[config.mk]
export PLATFORM = sky130hd
export DESIGN_NAME = blackparrot_fpga_host_csr_sequencer_flat
export DESIGN_NICKNAME = d
export VERILOG_FILES = /design/src/rtl/blackparrot_fpga_host_csr_sequencer_if.sv /design/src/rtl/blackparrot_fpga_host_csr_sequencer.sv /design/src/flat_wrapper.sv
export SDC_FILE = /design/constraint.sdc
export NUM_CORES = 1
export LEC_CHECK = 0
export CORE_ASPECT_RATIO = 1.5
export CORE_MARGIN = 2
export CORE_UTILIZATION = 40
export CTS_BUF_LIST = sky130_fd_sc_hd__clkbuf_8
export DETAILED_ROUTE_END_ITERATION = 12
export MAX_ROUTING_LAYER = met4
export PLACE_DENSITY = 0.87
export SLEW_MARGIN = 10
export SYNTH_ARGS = -nofsm -noshare
export SYNTH_HDL_FRONTEND = slang
export SYNTH_SLANG_ARGS = --single-unit
[constraint.sdc]
create_clock -name m_axil_aclk -period 2.6 [get_ports m_axil_aclk]
set_input_delay 0.26 -clock m_axil_aclk [delete_from_list [all_inputs] [get_ports m_axil_aclk]]
set_output_delay 0.26 -clock m_axil_aclk [all_outputs]
set_load 0.01 [all_outputs]
[src/rtl/blackparrot_fpga_host_csr_sequencer_if.sv]
// AXI-Lite bundle between the CSR sequencer (master) and the FPGA-host CSR port (slave).
interface blackparrot_fpga_host_csr_sequencer_if #(
    parameter int unsigned ADDR_WIDTH = 64,
    parameter int unsigned DATA_WIDTH = 32
);
    logic [ADDR_WIDTH-1:0]   awaddr;
    logic                    awvalid;
    logic                    awready;
    logic [2:0]              awprot;
    logic [DATA_WIDTH-1:0]   wdata;
    logic                    wvalid;
    logic                    wready;
    logic [DATA_WIDTH/8-1:0] wstrb;
    logic                    bvalid;
    logic                    bready;
    logic [1:0]              bresp;
    logic [ADDR_WIDTH-1:0]   araddr;
    logic                    arvalid;
    logic                    arready;
    logic [2:0]              arprot;
    logic [DATA_WIDTH-1:0]   rdata;
    logic                    rvalid;
    logic                    rready;
    logic [1:0]              rresp;

    modport master (
        output awaddr, awvalid, awprot, wdata, wvalid, wstrb, bready,
        output araddr, arvalid, arprot, rready,
        input  awready, wready, bvalid, bresp, arready, rdata, rvalid, rresp
    );

    modport slave (
        input  awaddr, awvalid, awprot, wdata, wvalid, wstrb, bready,
        input  araddr, arvalid, arprot, rready,
        output awready, wready, bvalid, bresp, arready, rdata, rvalid, rresp
    );
endinterface

[src/rtl/blackparrot_fpga_host_csr_sequencer.sv]
// Fabric-side AXI-Lite master sharing the FPGA-host CSR port between the MMIO
// drain (count poll + data reads) and the MMIO response writer.
module blackparrot_fpga_host_csr_sequencer #(
    parameter int unsigned M_AXIL_ADDR_WIDTH = 64,
    parameter int unsigned M_AXIL_DATA_WIDTH = 32,
    parameter int unsigned POLL_INTERVAL_P   = 64,
    parameter logic [63:0] CNT_ADDR_P        = 64'h8,
    parameter logic [63:0] DATA_ADDR_P       = 64'hC,
    parameter logic [63:0] RESP_ADDR_P       = 64'h4
) (
    input  logic                         m_axil_aclk,
    input  logic                         m_axil_aresetn,
    input  logic                         enable_i,
    blackparrot_fpga_host_csr_sequencer_if.master m_axil,
    output logic [M_AXIL_DATA_WIDTH-1:0] rx_data_o,
    output logic                         rx_v_o,
    input  logic                         rx_ready_and_i,
    input  logic [M_AXIL_DATA_WIDTH-1:0] tx_data_i,
    input  logic                         tx_v_i,
    output logic                         tx_ready_and_o,
    output logic                         error_o
);
    localparam int unsigned AW      = M_AXIL_ADDR_WIDTH;
    localparam int unsigned DW      = M_AXIL_DATA_WIDTH;
    localparam int unsigned TIMER_W = $clog2(POLL_INTERVAL_P + 1);

    typedef enum logic [2:0] {
        IDLE, WR_ADDR_DATA, WR_RESP, RD_ADDR, RD_DATA, RX_HOLD
    } state_e;

    state_e               state_q, state_d;
    logic [AW-1:0]        awaddr_q, awaddr_d, araddr_q, araddr_d;
    logic [DW-1:0]        wdata_q, wdata_d;
    logic                 awvalid_q, awvalid_d, wvalid_q, wvalid_d;
    logic                 aw_done_q, aw_done_d, w_done_q, w_done_d;
    logic                 bready_q, bready_d, arvalid_q, arvalid_d, rready_q, rready_d;
    logic                 rd_poll_q, rd_poll_d, last_wr_q, last_wr_d;
    logic [DW-1:0]        remaining_q, remaining_d;
    logic [TIMER_W-1:0]   poll_timer_q, poll_timer_d;
    logic [DW-1:0]        rx_data_q, rx_data_d;
    logic                 rx_v_q, rx_v_d, error_q, error_d;

    logic read_pend, write_pend, grant_wr, grant_rd;
    logic aw_hs, w_hs, rd_err;

    // Round-robin between drain and response writer; last_wr_q tracks the previous grant.
    assign read_pend  = enable_i && !rx_v_q &&
                        ((remaining_q != '0) || (poll_timer_q == '0));
    assign write_pend = enable_i && tx_v_i;
    assign grant_wr   = (state_q == IDLE) && write_pend && (!read_pend || !last_wr_q);
    assign grant_rd   = (state_q == IDLE) && read_pend && !grant_wr;
    assign aw_hs      = awvalid_q && m_axil.awready;
    assign w_hs       = wvalid_q && m_axil.wready;
    assign rd_err     = (m_axil.rresp != 2'b00);

    always_comb begin
        state_d      = state_q;
        awaddr_d     = awaddr_q;
        araddr_d     = araddr_q;
        wdata_d      = wdata_q;
        awvalid_d    = awvalid_q;
        wvalid_d     = wvalid_q;
        aw_done_d    = aw_done_q;
        w_done_d     = w_done_q;
        bready_d     = bready_q;
        arvalid_d    = arvalid_q;
        rready_d     = rready_q;
        rd_poll_d    = rd_poll_q;
        last_wr_d    = last_wr_q;
        remaining_d  = remaining_q;
        poll_timer_d = (poll_timer_q != '0) ? poll_timer_q - TIMER_W'(1) : poll_timer_q;
        rx_data_d    = rx_data_q;
        rx_v_d       = (rx_v_q && rx_ready_and_i) ? 1'b0 : rx_v_q;
        error_d      = error_q;

        unique case (state_q)
            IDLE: begin
                if (grant_wr) begin
                    state_d   = WR_ADDR_DATA;
                    awaddr_d  = AW'(RESP_ADDR_P);
                    wdata_d   = tx_data_i;
                    awvalid_d = 1'b1;
                    wvalid_d  = 1'b1;
                    aw_done_d = 1'b0;
                    w_done_d  = 1'b0;
                    last_wr_d = 1'b1;
                end else if (grant_rd) begin
                    state_d   = RD_ADDR;
                    arvalid_d = 1'b1;
                    rd_poll_d = (remaining_q == '0);
                    araddr_d  = (remaining_q == '0) ? AW'(CNT_ADDR_P) : AW'(DATA_ADDR_P);
                    last_wr_d = 1'b0;
                end
            end
            WR_ADDR_DATA: begin
                if (aw_hs) awvalid_d = 1'b0;
                if (w_hs)  wvalid_d  = 1'b0;
                aw_done_d = aw_done_q || aw_hs;
                w_done_d  = w_done_q || w_hs;
                if (aw_done_d && w_done_d) begin
                    bready_d = 1'b1;
                    state_d  = WR_RESP;
                end
            end
            WR_RESP: begin
                if (m_axil.bvalid) begin
                    bready_d = 1'b0;
                    state_d  = IDLE;
                    if (m_axil.bresp != 2'b00) error_d = 1'b1;
                end
            end
            RD_ADDR: begin
                if (m_axil.arready) begin
                    arvalid_d = 1'b0;
                    rready_d  = 1'b1;
                    state_d   = RD_DATA;
                end
            end
            RD_DATA: begin
                if (m_axil.rvalid) begin
                    rready_d = 1'b0;
                    state_d  = IDLE;
                    if (rd_err) error_d = 1'b1;
                    // A failed poll behaves like an empty buffer; a failed data read drops the word.
                    if (rd_poll_q) begin
                        if (rd_err || (m_axil.rdata == '0)) begin
                            remaining_d  = '0;
                            poll_timer_d = TIMER_W'(POLL_INTERVAL_P);
                        end else begin
                            remaining_d = m_axil.rdata;
                        end
                    end else begin
                        remaining_d = remaining_q - DW'(1);
                        if (!rd_err) begin
                            rx_data_d = m_axil.rdata;
                            rx_v_d    = 1'b1;
                        end
                    end
                end
            end
            default: state_d = IDLE;
        endcase
    end

    always_ff @(posedge m_axil_aclk or negedge m_axil_aresetn) begin
        if (!m_axil_aresetn) begin
            state_q      <= IDLE;
            awaddr_q     <= '0;
            araddr_q     <= '0;
            wdata_q      <= '0;
            awvalid_q    <= 1'b0;
            wvalid_q     <= 1'b0;
            aw_done_q    <= 1'b0;
            w_done_q     <= 1'b0;
            bready_q     <= 1'b0;
            arvalid_q    <= 1'b0;
            rready_q     <= 1'b0;
            rd_poll_q    <= 1'b0;
            last_wr_q    <= 1'b0;
            remaining_q  <= '0;
            poll_timer_q <= '0;
            rx_data_q    <= '0;
            rx_v_q       <= 1'b0;
            error_q      <= 1'b0;
        end else begin
            state_q      <= state_d;
            awaddr_q     <= awaddr_d;
            araddr_q     <= araddr_d;
            wdata_q      <= wdata_d;
            awvalid_q    <= awvalid_d;
            wvalid_q     <= wvalid_d;
            aw_done_q    <= aw_done_d;
            w_done_q     <= w_done_d;
            bready_q     <= bready_d;
            arvalid_q    <= arvalid_d;
            rready_q     <= rready_d;
            rd_poll_q    <= rd_poll_d;
            last_wr_q    <= last_wr_d;
            remaining_q  <= remaining_d;
            poll_timer_q <= poll_timer_d;
            rx_data_q    <= rx_data_d;
            rx_v_q       <= rx_v_d;
            error_q      <= error_d;
        end
    end

    assign m_axil.awaddr  = awaddr_q;
    assign m_axil.awvalid = awvalid_q;
    assign m_axil.awprot  = 3'b000;
    assign m_axil.wdata   = wdata_q;
    assign m_axil.wvalid  = wvalid_q;
    assign m_axil.wstrb   = '1;
    assign m_axil.bready  = bready_q;
    assign m_axil.araddr  = araddr_q;
    assign m_axil.arvalid = arvalid_q;
    assign m_axil.arprot  = 3'b000;
    assign m_axil.rready  = rready_q;

    // Ready pulses in the capture cycle so the tx source sees a true handshake.
    assign tx_ready_and_o = grant_wr;
    assign rx_data_o      = rx_data_q;
    assign rx_v_o         = rx_v_q;
    assign error_o        = error_q;
endmodule
[src/flat_wrapper.sv]
// flat-port wrapper written by rule: the top's interface ports become plain ports
module blackparrot_fpga_host_csr_sequencer_flat 
#(
    parameter int unsigned M_AXIL_ADDR_WIDTH = 64,
    parameter int unsigned M_AXIL_DATA_WIDTH = 32,
    parameter int unsigned POLL_INTERVAL_P   = 64,
    parameter logic [63:0] CNT_ADDR_P        = 64'h8,
    parameter logic [63:0] DATA_ADDR_P       = 64'hC,
    parameter logic [63:0] RESP_ADDR_P       = 64'h4
)
  (m_axil_aclk, m_axil_aresetn, enable_i, rx_data_o, rx_v_o, rx_ready_and_i, tx_data_i, tx_v_i, tx_ready_and_o, error_o, m_axil_awaddr, m_axil_awvalid, m_axil_awprot, m_axil_wdata, m_axil_wvalid, m_axil_wstrb, m_axil_bready, m_axil_araddr, m_axil_arvalid, m_axil_arprot, m_axil_rready, m_axil_awready, m_axil_wready, m_axil_bvalid, m_axil_bresp, m_axil_arready, m_axil_rdata, m_axil_rvalid, m_axil_rresp);
  blackparrot_fpga_host_csr_sequencer_if m_axil_i ();
  input  logic m_axil_aclk;
  input  logic m_axil_aresetn;
  input  logic enable_i;
  output logic [M_AXIL_DATA_WIDTH-1:0] rx_data_o;
  output logic rx_v_o;
  input  logic rx_ready_and_i;
  input  logic [M_AXIL_DATA_WIDTH-1:0] tx_data_i;
  input  logic tx_v_i;
  output logic tx_ready_and_o;
  output logic error_o;
  output wire logic [$bits(m_axil_i.awaddr)-1:0] m_axil_awaddr;
  output wire logic [$bits(m_axil_i.awvalid)-1:0] m_axil_awvalid;
  output wire logic [$bits(m_axil_i.awprot)-1:0] m_axil_awprot;
  output wire logic [$bits(m_axil_i.wdata)-1:0] m_axil_wdata;
  output wire logic [$bits(m_axil_i.wvalid)-1:0] m_axil_wvalid;
  output wire logic [$bits(m_axil_i.wstrb)-1:0] m_axil_wstrb;
  output wire logic [$bits(m_axil_i.bready)-1:0] m_axil_bready;
  output wire logic [$bits(m_axil_i.araddr)-1:0] m_axil_araddr;
  output wire logic [$bits(m_axil_i.arvalid)-1:0] m_axil_arvalid;
  output wire logic [$bits(m_axil_i.arprot)-1:0] m_axil_arprot;
  output wire logic [$bits(m_axil_i.rready)-1:0] m_axil_rready;
  input wire logic [$bits(m_axil_i.awready)-1:0] m_axil_awready;
  input wire logic [$bits(m_axil_i.wready)-1:0] m_axil_wready;
  input wire logic [$bits(m_axil_i.bvalid)-1:0] m_axil_bvalid;
  input wire logic [$bits(m_axil_i.bresp)-1:0] m_axil_bresp;
  input wire logic [$bits(m_axil_i.arready)-1:0] m_axil_arready;
  input wire logic [$bits(m_axil_i.rdata)-1:0] m_axil_rdata;
  input wire logic [$bits(m_axil_i.rvalid)-1:0] m_axil_rvalid;
  input wire logic [$bits(m_axil_i.rresp)-1:0] m_axil_rresp;
  assign m_axil_awaddr = m_axil_i.awaddr;
  assign m_axil_awvalid = m_axil_i.awvalid;
  assign m_axil_awprot = m_axil_i.awprot;
  assign m_axil_wdata = m_axil_i.wdata;
  assign m_axil_wvalid = m_axil_i.wvalid;
  assign m_axil_wstrb = m_axil_i.wstrb;
  assign m_axil_bready = m_axil_i.bready;
  assign m_axil_araddr = m_axil_i.araddr;
  assign m_axil_arvalid = m_axil_i.arvalid;
  assign m_axil_arprot = m_axil_i.arprot;
  assign m_axil_rready = m_axil_i.rready;
  assign m_axil_i.awready = m_axil_awready;
  assign m_axil_i.wready = m_axil_wready;
  assign m_axil_i.bvalid = m_axil_bvalid;
  assign m_axil_i.bresp = m_axil_bresp;
  assign m_axil_i.arready = m_axil_arready;
  assign m_axil_i.rdata = m_axil_rdata;
  assign m_axil_i.rvalid = m_axil_rvalid;
  assign m_axil_i.rresp = m_axil_rresp;
  blackparrot_fpga_host_csr_sequencer #(.M_AXIL_ADDR_WIDTH(M_AXIL_ADDR_WIDTH), .M_AXIL_DATA_WIDTH(M_AXIL_DATA_WIDTH), .POLL_INTERVAL_P(POLL_INTERVAL_P), .CNT_ADDR_P(CNT_ADDR_P), .DATA_ADDR_P(DATA_ADDR_P), .RESP_ADDR_P(RESP_ADDR_P)) u_core (.m_axil_aclk(m_axil_aclk), .m_axil_aresetn(m_axil_aresetn), .enable_i(enable_i), .m_axil(m_axil_i), .rx_data_o(rx_data_o), .rx_v_o(rx_v_o), .rx_ready_and_i(rx_ready_and_i), .tx_data_i(tx_data_i), .tx_v_i(tx_v_i), .tx_ready_and_o(tx_ready_and_o), .error_o(error_o));
endmodule
## Word level (Yosys, flattened, before mapping)

Index checks and enable logic that the tools add are counted.
W data, S select, Z words.

| cells by class | value |
|---|---|
| add/subtract/negate cells | 2 |
| $mul | 0 |
| divide/modulo/power cells | 0 |
| order comparisons | 0 |
| equal/unequal tests | 16 |
| shifts and indexed selects | 0 |
| muxes and demuxes | 45 |
| bitwise operators | 3 |
| reduce and logical (&&, ||, !) cells | 47 |

Operators by type and width:

| cell | number |
|---|---|
| $logic_not A32 Y1 | 2 |
| $mux W32 | 2 |
| $mux W7 | 5 |
| $reduce_bool A32 Y1 | 1 |
| $sub A32 B1 Y32 const B | 1 |
| $mux W1 | 22 |
| $mux W3 | 7 |
| $pmux W1 S2 | 8 |
| $reduce_bool A2 Y1 | 8 |
| $pmux W3 S5 | 1 |
| $reduce_and A3 Y1 | 5 |
| $ne A2 B1 Y1 const B | 7 |
| $logic_and A1 B1 Y1 | 11 |
| $reduce_and A5 Y1 | 2 |
| $ne A2 B2 Y1 const B | 4 |
| $reduce_and A2 Y1 | 4 |
| $reduce_and A4 Y1 | 2 |
| $logic_not A7 Y1 | 1 |
| $reduce_bool A7 Y1 | 1 |
| $sub A7 B1 Y7 const B | 1 |
| $eq A3 B2 Y1 const B | 2 |
| $logic_or A1 B1 Y1 | 5 |
| $logic_not A1 Y1 | 4 |
| $eq A3 B1 Y1 const B | 1 |
| 4 further kinds | 6 |

| storage, ports and cells | value |
|---|---|
| flip-flop bits (word level) | 182 |
| latch bits | 0 |
| bits in writable memories | 0 |
| memory bits (read-only) | 0 |
| bits of input ports | 78 |
| memories kept | 0 |

## Longest topological paths before layout

| depth | value |
|---|---|
| depth in word-level cells | 11 |
| gate-level depth with buffers | 10 |

## Worst setup path before layout

No wires, ideal clock.

| timing path | value |
|---|---|
| path type | reg2reg |
| start point | register u_core.poll_timer_q[0] |
| end point | register u_core.wdata_q[10], in the netlist u_core.m_axil.wdata[10] |
| setup time | 0.125 ns |
| arrival | 2.441 ns |
| slack | 0.034 ns |
| stages on the path, launching flop included | 9 |
| path buffers | 1 |
| period minus slack after synthesis | 2.566 ns |
| cell sequence | dfrtp_1 > inv_1 > ha_1 > or4b_1 > or3_1 > and4b_1 > o21ai_4 > buf_6 > mux2_4 |

| on the way | value |
|---|---|
| cells in the longest elaborated chain, start to end | 7 |

Ends and longest elaborated chain:

| item | line | RTL |
|---|---|---|
| start: declaration | blackparrot_fpga_host_csr_sequencer.sv:39 | `logic [TIMER_W-1:0] poll_timer_q, poll_timer_d;` |
| start signal: assignment | blackparrot_fpga_host_csr_sequencer.sv:180 | `poll_timer_q <= poll_timer_d;` |
| $logic_not A7 Y1 | blackparrot_fpga_host_csr_sequencer.sv:48 | `((remaining_q != '0) \|\| (poll_timer_q == '0));` |
| $logic_or A1 B1 Y1 | blackparrot_fpga_host_csr_sequencer.sv:48 |  |
| $logic_and A1 B1 Y1 | blackparrot_fpga_host_csr_sequencer.sv:47 | `assign read_pend = enable_i && !rx_v_q &&` |
| $logic_not A1 Y1 | blackparrot_fpga_host_csr_sequencer.sv:50 | `assign grant_wr = (state_q == IDLE) && write_pend && (!read_pend \|\| !last_wr_q);` |
| $logic_or A1 B1 Y1 | blackparrot_fpga_host_csr_sequencer.sv:50 |  |
| $logic_and A1 B1 Y1 | blackparrot_fpga_host_csr_sequencer.sv:50 |  |
| $reduce_and A2 Y1 (no line) | - |  |
| end signal: assignment | blackparrot_fpga_host_csr_sequencer.sv:169 | `wdata_q <= wdata_d;` |
| end: declaration | blackparrot_fpga_host_csr_sequencer.sv:33 | `logic [DW-1:0] wdata_q, wdata_d;` |

Every way passes these cells.
A chain may end at the register's enable or synchronous reset.

## Worst setup path after layout

| timing path | value |
|---|---|
| start point | register u_core.poll_timer_q[1] |
| end point | output port tx_ready_and_o |

| on the way | value |
|---|---|
| cells in the longest elaborated chain, start to end | 6 |

Ends and longest elaborated chain:

| item | line | RTL |
|---|---|---|
| $logic_not A7 Y1 | blackparrot_fpga_host_csr_sequencer.sv:48 |  |
| $logic_or A1 B1 Y1 | blackparrot_fpga_host_csr_sequencer.sv:48 |  |
| $logic_and A1 B1 Y1 | blackparrot_fpga_host_csr_sequencer.sv:47 |  |
| $logic_not A1 Y1 | blackparrot_fpga_host_csr_sequencer.sv:50 |  |
| $logic_or A1 B1 Y1 | blackparrot_fpga_host_csr_sequencer.sv:50 |  |
| $logic_and A1 B1 Y1 | blackparrot_fpga_host_csr_sequencer.sv:50 |  |
| end: declaration | flat_wrapper.sv:21 | `output logic tx_ready_and_o;` |

Every way passes these cells.

==> impl_metrics.csv <==
group,metric,value,unit
run_status,status,"finished with violations",
run_status,violations,"setup timing",
floorplanning,die_x,109,um
layout,final-seq-area,0.00300,mm2
worst_setup_path,r2r-start,"u_core.poll_timer_q[1]",
floorplanning,die_area,0.0176,mm2
worst_setup_path,worstPathRequired,2.34,ns
placement,place_congestion,0.874,
sta,drv_slew,0,
clock_tree,h-tree-depth,4,
synthesis,synth_ff_type,"dfrtp_1",
sta,timing.final.ws_setup,-0.0964,ns
sta,skew,0.0115,ns
clock_tree,insertion_delay,0.43,ns
placement,placed_area,0.00831,mm2
floorplanning,fp-row-count,57,
synthesis,yosysTopAreaCell,"dfrtp_1",
floorplanning,core_area,0.0162,mm2
route,routed_wl,17000,um
route,vias,5169,
global_routing,grt_max_degree,45,
synthesis,synth_area,0.00660,mm2
synthesis,synth_area_leaders,"dfrtp_1, buf_4, mux2_2",
global_routing,grt_pass1_wl,25900,um
sta,post-route-period-util,104,%
synthesis,yosysWarnings,0,
power,p_seq_share,37.2,%
worst_setup_path,path_class,"reg2out",
power,peakVddDrop,0.446,mV
route,ant_nets,0,
global_routing,grt_usage,19.7,%
run,cap_violations,0,
floorplanning,io-pin-count,288,
route,first_pass_iters,5,
power,power_density,870,mW/mm2
floorplanning,start_util,40.8,%
power,combinationalPowerShare,37.4,%
sta,timing.hold.ws,0.356,ns
synthesis,postSynth.asyncResetShare,100,%
route,drt_first_iter_violations,296,
layout,utilization,54.8,%
clock_tree,cts_tree,"done",
synthesis,synth-seq-cells,120,
worst_setup_path,cp-startpoint,"u_core.poll_timer_q[1]",
global_routing,overflow,0,
layout,drive_above_1_share,22.0,%
synthesis,synth_seq_area_share,45.5,%
floorplanning,die_y,161,um
worst_setup_path,reg2reg_slack,-0.03,ns
route,wl_per_cell,16.2,um
layout,final_cell_area,0.00887,mm2
worst_setup_path,crit_path_end_kind,"output pin",
sta,worstMarginPinSlew,0.683,ns
placement,io_buffers,152,
global_routing,antenna_found_initial,5,
synthesis,synth_edf_count,0,
synthesis,synthCells,610,
power,p_leak,4.10,nW
worst_setup_path,critPathArrivalTime,2.44,ns
sta,rsz0062_at_grt,"true",
sta,fmax,0.371,GHz
synthesis,synth_top_area_share,45.5,%
route,viasPerCell,4.93,
worst_setup_path,crit_fanout,2,
worst_setup_path,timing.rr.end,"u_core.m_axil.wdata[0]",
clock_tree,clockBufferDepth,2,
layout,fillers,1396,
worst_setup_path,cp-start-kind,"flip-flop",
worst_setup_path,crit_end,"tx_ready_and_o",
layout,area_growth,34.4,%
clock_tree,cts_sinks,120,
power,internal_power,0.00541,W
clock_tree,clk_pin_slew,0.07,ns
placement,dpl_worst_slack,-0.166,ns
power,p_sw_share,29.8,%
global_routing,grt_pass1_vias,4934,
sta,finalSetupViolCount,27,
layout,layout.nets,905,
sta,hold_viol_final,0,
layout,multi_input_area,0.00298,mm2
route,drc,0,
power,switchingPower,0.00230,W
min_path,min_path_type,"in2async",
synthesis,yosys.cell_types.count,52,
sta,layout_min_cycle_time,2.70,ns
placement,place_hpwl,13000,um
sta,relSlewSlack,54.0,%
synthesis,syn_avg_cell_area,10.8,um2
worst_setup_path,rr_worst_depth,9,
power,clkPwrFrac,25.4,%
clock_tree,cts_buffers,17,
clock_tree,root_buffer,"clkbuf_8",
==> cells in the mapped netlist (2+ instances only) <==
library cell    n
mux2_2         39
a221o_1        18
nor3_1          9
nor4_2          2
dfrtp_1       120
mux2i_1         2
or3_1          11
inv_1           8
ha_1            2
a31oi_1        12
nand2_1        42
buf_6           3
clkbuf_1       17
a211oi_1        2
nor2_1         31
a211o_1         4
or4_1           7
nor4_1         12
mux2_4         26
and2_1          3
nand2b_1        5
o311ai_0        4
nand3_1         6
buf_4         135
buf_2           3
a21oi_1        13
o221ai_1        2
o211ai_1        3
o311a_1         7
a311oi_1        2
xnor2_1         2
o21a_1          4
or4b_1          2
conb_1          2
a21o_1          2
and3_1          5
o21ai_0        20
nor2b_1         2
or2_2           6
nand4_1         3
==> logic make-up (layout without fill, tap and decap cells) <==
group           after synthesis  after routing  synth area share, %
buf+inv                     166            261                 17.5
simple gates                153            153                 12.3
flops                       120            120                 45.5
compound gates               97             97                 10.9
mux                          67             67                 12.9
xor+xnor                      3              3                0.398
fa+ha+maj                     2              2                0.379
other cells                   2            140                0.114
==> power groups by stage <==
stage / clock [W] / sequential (W) / combinational (W)
6_report: 0.00196 / 0.00287 / 0.00288
5_1_grt: 0.00209 / 0.00295 / 0.00312
4_1_cts: 0.00202 / 0.00288 / 0.00287
3_5_place_dp: 0 / 0.00291 / 0.00285
3_3_place_gp: 0 / 0.00288 / 0.00278
2_1_floorplan: 0 / 0.00303 / 0.00132
==> how the worst min path moves through the flow <==
stage                   startpoint              endpoint  depth (start not counted)  slack [ns]
global route        m_axil_aresetn  u_core.rx_data_o[13]                          2        0.40
floorplan           m_axil_aresetn      u_core.aw_done_q                          0       -0.04
detailed placement  m_axil_aresetn  u_core.rx_data_o[15]                          1        0.28
CTS                 m_axil_aresetn  u_core.rx_data_o[31]                          2        0.35
global placement    m_axil_aresetn  u_core.rx_data_o[15]                          1        0.27
finish              m_axil_aresetn  u_core.rx_data_o[13]                          2        0.36
==> stage by stage <==
stage          setup TNS (ns)  total power, W  cells
2_1_floorplan               0         0.00435    743
3_3_place_gp            -3.44         0.00566   1008
3_5_place_dp            -3.62         0.00576   1008
4_1_cts                -0.454         0.00777   1042
5_1_grt                 -3.07         0.00816   1049
6_report               -0.649         0.00772   1049
==> flip-flops by register name (all words and copies together) (netlist names) <==
name and flops:
u_core.aw_done_q 1, u_core.error_o 1, u_core.last_wr_q 1, u_core.m_axil.araddr 2, u_core.m_axil.arvalid 1, u_core.m_axil.awaddr 1, u_core.m_axil.awvalid 1, u_core.m_axil.bready 1
u_core.m_axil.rready 1, u_core.m_axil.wdata 32, u_core.m_axil.wvalid 1, u_core.poll_timer_q 7, u_core.rd_poll_q 1, u_core.remaining_q 32, u_core.rx_data_o 32, u_core.rx_v_o 1
u_core.state_q 3, u_core.w_done_q 1
==> what timing repair did <==
item	CTS	global route
hold endpoints to repair	34	0
buffers inserted	1	1
endpoints found under the setup margin	33	38
hold buffers	1	0
pin swaps	1	1
gates cloned	0	1
resized for setup	8	5
==> metal layers <==
metal | global-route usage (%) | wire, um | vias up
met3 | 5.45 | 1340 | 23
li1 | - | - | 2362
met4 | 5.01 | 206 | 0
met5 | - | 0 | -
met2 | 34.2 | 9170 | 275
met1 | 22.2 | 6300 | 2509
==> placed cells by master (no fill, tap or decap), types with 18 or more instances in the layout <==
cell type	netlist	layout
dfrtp_1	120	120
clkdlybuf4s50_1	0	150
clkbuf_8	0	19
conb_1	2	135
mux2_4	26	26
nand2_1	42	42
o21ai_0	20	20
mux2_2	39	39
nor2_1	31	31
buf_4	135	62
a221o_1	18	18
==> critical path, cell delays in order (launching register included) <==
cell and delay [ns]:
dfrtp_1 0.38, inv_1 0.07, ha_1 0.15, or4b_4 0.47
or3_4 0.34, and4b_2 0.28, o21ai_4 0.14, inv_2 0.07
buf_6 0.12
==> area by class of cell <==
cell class / instances / share of cell area, %
tap: 206 / 2.91
timing repair buffer: 221 / 24.0
clock buffer: 19 / 2.95
clock inverter: 13 / 2.27
inverter: 8 / 0.339
antenna: 5 / 0.141
multi-input combinational: 457 / 33.6
sequential: 120 / 33.9
Power figures use the tool's default switching activity.
